[src/rtl/mul1.sv]
// mul1 -- first-order masked AND gadget (domain-oriented, 2 shares, 1 random bit).
//
// Ports:
//   clk  in   1  clock, all state updates on rising edge
//   rst  in   1  asynchronous active-high reset, clears all registers
//   x    in   2  first operand shares, unmasked value x[0]^x[1]
//   y    in   2  second operand shares, unmasked value y[0]^y[1]
//   r1   in   1  fresh uniform random mask bit, one per cycle
//   z    out  2  product shares, unmasked value z[0]^z[1]
//
// One-cycle latency, one operation per cycle, no stalls. z is driven only from
// registers, so there is no combinational path from x, y or r1 to z.
module mul1 (
    input  logic       clk,
    input  logic       rst,
    input  logic [1:0] x,
    input  logic [1:0] y,
    input  logic       r1,
    output logic [1:0] z
);

    // Inner-domain products: each uses only one share index, so no mask needed.
    (* keep = "true" *) logic p00;
    (* keep = "true" *) logic p11;
    // Cross-domain products: must be masked by r1 and registered before they
    // meet an inner-domain term, otherwise glitches could recombine shares.
    (* keep = "true" *) logic c01;
    (* keep = "true" *) logic c10;

    always_ff @(posedge clk or posedge rst) begin
        if (rst) begin
            p00 <= 1'b0;
            p11 <= 1'b0;
            c01 <= 1'b0;
            c10 <= 1'b0;
        end else begin
            p00 <= x[0] & y[0];
            p11 <= x[1] & y[1];
            c01 <= (x[0] & y[1]) ^ r1;
            c10 <= (x[1] & y[0]) ^ r1;
        end
    end

    // Both shares carry r1 once, so it cancels in z[0]^z[1].
    always_comb begin
        z[0] = p00 ^ c01;
        z[1] = p11 ^ c10;
    end

endmodule

[config.mk]
export PLATFORM = sky130hd
export DESIGN_NAME = mul1
export DESIGN_NICKNAME = d
export VERILOG_FILES = /design/src/rtl/mul1.sv
export SDC_FILE = /design/constraint.sdc
export NUM_CORES = 1
export LEC_CHECK = 0
export CORE_AREA = 4 4 41 43
export CTS_BUF_LIST = sky130_fd_sc_hd__clkbuf_4 sky130_fd_sc_hd__clkbuf_8
export DETAILED_ROUTE_END_ITERATION = 8
export DIE_AREA = 0 0 45 47
export GPL_TIMING_DRIVEN = 1
export PLACE_DENSITY = 0.31
export SETUP_SLACK_MARGIN = 0.15
export SYNTH_ARGS = -nofsm -noshare
export SYNTH_HDL_FRONTEND = slang
export SYNTH_SLANG_ARGS = --single-unit
[constraint.sdc]
create_clock -name clk -period 0.9 [get_ports clk]
set_clock_uncertainty 0.1 [all_clocks]
set_input_delay 0.225 -clock clk [delete_from_list [all_inputs] [get_ports clk]]
set_output_delay 0.225 -clock clk [all_outputs]
set_load 0.005 [all_outputs]
After elaboration in Yosys (flattened, before gate mapping)
Index checks and enable logic that the tools add are counted.

cells by class
  bitwise operators = 8

operators with widths
  cell               count
  bitwise AND 1 bit  4
  bitwise XOR 1 bit  4

storage, ports and cells
  output and inout bits = 2
  bits in registers = 4
  word-level logic and storage cells = 12

Depth between registers and ports, before layout
Gate-level depths: netlist (run 1).

  depth in word-level cells = 2
  depth in mapped cells = 2
  gate-level depth less buffers = 2

Worst setup path before layout (run 1)
Ideal clock, no wire load.

  path type = register -> output
  start = register c01
  end = output port z[0]
  stages on the path, launching flop included = 2
  arrival = 517 ps
  setup slack = 58 ps
  data required time = 575 ps
  path through = dfrtp_1 -> xor2_1

on the way
  cells in the longest elaborated chain, start to end = 1

RTL lines
  what                    line  RTL
  from (decl)             27    (* keep = "true" *) logic c01;
  from (signal assigned)  39    c01 <= (x[0] & y[1]) ^ r1;
  bitwise XOR 1 bit       46    z[0] = p00 ^ c01;
  to (decl)               19    output logic [1:0] z

No other way between the ends.

Worst setup path after layout (run 1)
Same ends and word-level chain as after synthesis.

==> results of run 1 <==
-- flip-flops by register name, summed over array words and instances, names as in the netlist --
signal	cells
p11	1
p00	1
c01	1
c10	1
-- metrics by stage --
step	hold slack, ps	cell area [um2]	setup slack, ps
3_5_place_dp	329	259	-452
4_1_cts	82.8	265	-319
5_1_grt	104	265	-320
3_3_place_gp	319	259	-432
6_report	81.6	265	-293
2_1_floorplan	-109	160	57.6
-- worst max path at each step --
stage / cells after the start / from / endpoint
2_1_floorplan: 1 / c01 / z[0]
3_3_place_gp: 2 / c01 / z[0]
3_5_place_dp: 2 / c01 / z[0]
4_1_cts: 2 / p00 / z[0]
5_1_grt: 2 / c01 / z[0]
6_report: 2 / c01 / z[0]
-- power by group --
part	leakage [uW]	switching [uW]	internal (uW)
registers	0.0000491	5.18	195
logic	0.0000688	23.5	38.4
clock network	0.0000138	69.9	149
-- kinds of logic (layout without fill, tap and decap cells) --
group,count (synthesis),count (layout),synth area share
XOR/XNOR,4,4,0.219
buffers and inverters,1,12,0.0234
flip-flops,4,4,0.625
AND/OR/NAND/NOR,4,4,0.133
-- area by class of cell --
cell class / instances / area (um2) / share of cell area
clock buffer: 3 / 22.5 / 0.0849
inverter: 1 / 3.75 / 0.0142
multi-input combinational: 8 / 56.3 / 0.212
sequential: 4 / 100 / 0.377
tap: 15 / 18.8 / 0.0708
timing repair buffer: 8 / 63.8 / 0.241
-- routing by layer --
layer | up-vias | track usage | wire, um
li1 | 60 | - | -
met1 | 43 | 0.0276 | 113
met2 | 9 | 0.0339 | 119
met3 | 2 | 0.0115 | 33
met4 | 0 | 0.105 | 14
met5 | - | 0 | 0
-- cells in the final DEF, fill, tap and decap left out --
cell	n
dlygate4sd2_1	5
dfrtp_1	4
clkbuf_4	3
xor2_1	2
nand2_1	2
xnor2_1	2
buf_2	2
and2_1	1
inv_1	1
and2_2	1
clkdlybuf4s50_1	1
-- repair_timing --
action,4_1_cts,5_1_grt
cloned,0,0
endpoints found under the setup margin,6,2
pin swaps,3,2
resized for setup,13,0
==> metrics.cfg, run 1 <==
[run_status]
status=finished with violations
violations=setup timing

[routing]
wl_per_cell_um=7.18
drt_iter0_drc=0
dr.pass1.iters=1
routed_wl_um=280
drc=0
detail-route-antenna-nets=0
num_vias=114
vias_per_cell=2.92

[cells_and_area]
nets=33
antennaDiodeCount=0
nFillCells=152
layout.cells.non_filler=39
layout-drive-gt1-share=0.250
area_growth_pct=65.6
utilization=0.204

[critical_path]
criticalPathCategory=reg -> out
worst-path-buf-inv=1
critical_path_arrival_ps=870
crit_chain=xor2_1 > buf_2
endpoint_kind=output pin
start_kind=register
crit_slowest_cell=dfrtp_1
critPathTopFamily=flip-flops
cp.required_ps=570
cp_max_fo=1
crit_path_max_incr_delay_ps=360

[yosys]
yosys_warnings=0
synth_area_leaders=dfrtp_1, xnor2_1, xor2_1
postSynthCellCount=13
synth_edf_count=0
syn_area_um2=160
async_flop_share=1.00
synth_top_area_frac=0.625
post_synth.cell_area_avg_um2=12.3
synth.most_common_cell=dfrtp_1
syn_nets=20
synth.distinct_cells=7
synth_common_cells=dfrtp_1, nand2_1, xnor2_1, xor2_1
post-synth-top-area-cell=dfrtp_1
synth-seq-area-share=0.625
ys_ff_latch=4
synth-main-ff-cell=dfrtp_1

[place]
gp_congestion=0.632
dp_cells=36
port_buffers=8

[die]
fp.dieH_um=47
die_area_um2=2120
core_area_um2=1300
die_w_um=45
io_pins=9
start_util=0.123
rows=13

[global_route]
grt_antenna_before_repair=0
grt_start_max_net_pins=5
grt_pass1_vias=112
grt_pass1_wl_um=386
overflow=0
grtUsageTotal=0.0357

[clock_tree]
clk_pin_slew_ps=40
cts-root-buf=clkbuf_4
cts_tree=done
cts_setup_buffers=0
cts_hold_buf=0
htree_levels=1
cts.sinks=4
clockBufferDepth=2
cts_buffers=3

[timing]
timing.final.crit_period_ps=1190
max_freq_mhz=838
maxSlewViolCount=0
fin_setup_tns_ps=-580
rsz0062_at_grt=yes
final.period_utilization=1.33
worst_pin_slew_ps=137
slew_headroom=0.908
fin_ws_ps=-293
hold_viol=0
finalSetupViolCount=2

[run]
cap_violations=0

[pwr]
ir_drop_uv=440
leakage_uw=0.000132
power.density_cell_area_nw_per_um2=1810
p_total_uw=481

[worst_hold_path]
hold_path.class=in -> async

Note: power is estimated with default switching activity, not from simulation.
==> run 2: changes to the inputs <==
--- a/config.mk
+++ b/config.mk
@@ -7,6 +7,7 @@
 export LEC_CHECK = 0
 export CORE_AREA = 4 4 41 43
 export CTS_BUF_LIST = sky130_fd_sc_hd__clkbuf_4 sky130_fd_sc_hd__clkbuf_8
+export CTS_CLUSTER_DIAMETER = 50
 export DETAILED_ROUTE_END_ITERATION = 8
 export DIE_AREA = 0 0 45 47
 export GPL_TIMING_DRIVEN = 1
==> results of run 2 <==
No change in the layout: final DEF, timing and power equal those of run 1.
==> run 3: changes to the inputs <==
--- a/config.mk
+++ b/config.mk
@@ -5,8 +5,9 @@
 export SDC_FILE = /design/constraint.sdc
 export NUM_CORES = 1
 export LEC_CHECK = 0
+export CAP_MARGIN = 30
 export CORE_AREA = 4 4 41 43
-export CTS_BUF_LIST = sky130_fd_sc_hd__clkbuf_4 sky130_fd_sc_hd__clkbuf_8
+export CTS_BUF_LIST = sky130_fd_sc_hd__clkbuf_8
 export CTS_CLUSTER_DIAMETER = 50
 export DETAILED_ROUTE_END_ITERATION = 8
 export DIE_AREA = 0 0 45 47
==> metrics.cfg, run 3 (same netlist as run 1, synthesis figures left out) <==
[clock_tree]
cts_buffers=3  ; unchanged
clockBufferDepth=2  ; unchanged
clk_pin_slew_ps=30  ; was 40 ps
cts-root-buf=clkbuf_8  ; was clkbuf_4
htree_levels=1  ; unchanged
cts.sinks=4  ; unchanged
cts_setup_buffers=0  ; unchanged
cts_tree=done  ; unchanged

[critical_path]
worst-path-buf-inv=1  ; unchanged
critPathTopFamily=flip-flops  ; unchanged
cp_max_fo=1  ; unchanged
cp.required_ps=570  ; about the same
crit_path_max_incr_delay_ps=360  ; about the same
endpoint_kind=output pin  ; unchanged
criticalPathCategory=reg -> out  ; unchanged
critical_path_arrival_ps=850  ; was 870 ps
crit_slowest_cell=dfrtp_1  ; unchanged
crit_chain=xor2_1 > buf_2  ; unchanged
start_kind=register  ; unchanged

[pwr]
leakage_uw=0.000139  ; was 0.000132 uW
ir_drop_uv=572  ; was 440 uV
power.density_cell_area_nw_per_um2=2220  ; was 1810 nW/um2
p_total_uw=631  ; was 481 uW

[timing]
fin_ws_ps=-273  ; was -293 ps
maxSlewViolCount=0  ; unchanged
hold_viol=0  ; unchanged
rsz0062_at_grt=yes  ; unchanged
slew_headroom=0.908  ; about the same
worst_pin_slew_ps=137  ; about the same
final.period_utilization=1.30  ; was 1.33
finalSetupViolCount=2  ; unchanged
timing.final.crit_period_ps=1170  ; was 1190 ps
fin_setup_tns_ps=-540  ; was -580 ps
max_freq_mhz=853  ; was 838 MHz

[cells_and_area]
nFillCells=154  ; was 152
nets=33  ; unchanged
layout_common_cells=dlygate4sd2_1, dfrtp_1, clkbuf_8  ; was dlygate4sd2_1, dfrtp_1, clkbuf_4
layout-drive-gt1-share=0.250  ; unchanged
utilization=0.218  ; was 0.204
area_growth_pct=77.3  ; was 65.6%
antennaDiodeCount=0  ; unchanged
layout.cells.non_filler=39  ; unchanged
mostFrequentLayoutCell=dlygate4sd2_1  ; unchanged

[routing]
vias_per_cell=2.95  ; was 2.92
dr.pass1.iters=1  ; unchanged
drt_iter0_drc=0  ; unchanged
wl_per_cell_um=7.36  ; was 7.18 um
num_vias=115  ; was 114
drc=0  ; unchanged
routed_wl_um=287  ; was 280 um
detail-route-antenna-nets=0  ; unchanged

[die]
io_pins=9  ; unchanged
core_area_um2=1300  ; unchanged
die_w_um=45  ; unchanged
fp.dieH_um=47  ; unchanged
rows=13  ; unchanged
start_util=0.123  ; unchanged
die_area_um2=2120  ; unchanged

[run]
cap_violations=0  ; unchanged

[place]
pre_cts_ws_ps=-452  ; unchanged
port_buffers=8  ; unchanged
dp_cells=36  ; unchanged
gp_congestion=0.632  ; unchanged

[worst_hold_path]
hold_path.class=in -> async  ; unchanged

[global_route]
grt_antenna_before_repair=0  ; unchanged
grtUsageTotal=0.0357  ; unchanged
overflow=0  ; unchanged
grt_pass1_vias=112  ; unchanged
grt_start_max_net_pins=5  ; unchanged
grt_pass1_wl_um=386  ; unchanged

[run_status]
violations=setup timing  ; unchanged
status=finished with violations  ; unchanged

==> run 3: cell count changes in the layout (fill, tap and decap cells not counted) <==
cell      before  now
clkbuf_4       3    0
clkbuf_8       0    3
==> run 3: routing by layer <==
| metal | vias up | track usage | routed length (um) | share of wire |
|---|---|---|---|---|
| li1 | 60 | - | - | - |
| met5 | - | 0 | 0 | 0 |
| met3 | 2 | 0.0115 | 35 | 0.12 |
| met4 | 0 | 0.105 | 14 | 0.049 |
| met2 | 9 | 0.0339 | 119 | 0.41 |
| met1 | 44 | 0.0276 | 117 | 0.41 |
==> run 3: worst paths after layout <==
| path | from | end | slack (ps) | depth (start not counted) |
|---|---|---|---|---|
| setup / recovery | c01 | z[0] | -270 | 2 |
| hold / removal | rst | p11 | 100 | 2 |
| max in group asynchronous | rst | p00 | 460 | 2 |
| min in group clk | x[1] | p11 | 270 | 2 |
==> run 3: what timing repair did <==
action,CTS,global route
hold buffers,0,0
pin swaps,3,2
resized for setup,13,0
endpoints found under the setup margin,6,2
endpoints found under the hold margin,0,0
==> run 3: area by class of cell <==
cell class,instances,area [um2],share of cell area
Clock buffer,3,41.3,0.145
Inverter,1,3.75,0.0132
Multi-Input combinational cell,8,56.3,0.198
Sequential cell,4,100,0.352
Tap cell,15,18.8,0.0661
Timing Repair Buffer,8,63.8,0.225
==> run 3: per-stage QoR <==
step                instance area, um2  hold WS, ps
floorplan                          160         -109
global placement                   259          319
detailed placement                 259          329
CTS                                284          106
global route                       284          131
finish                             284          101
==> run 3: report_power, final <==
part	switching, uW	internal, uW
sequential	5.18	195
combinational	23.5	38.4
clock	84.8	284
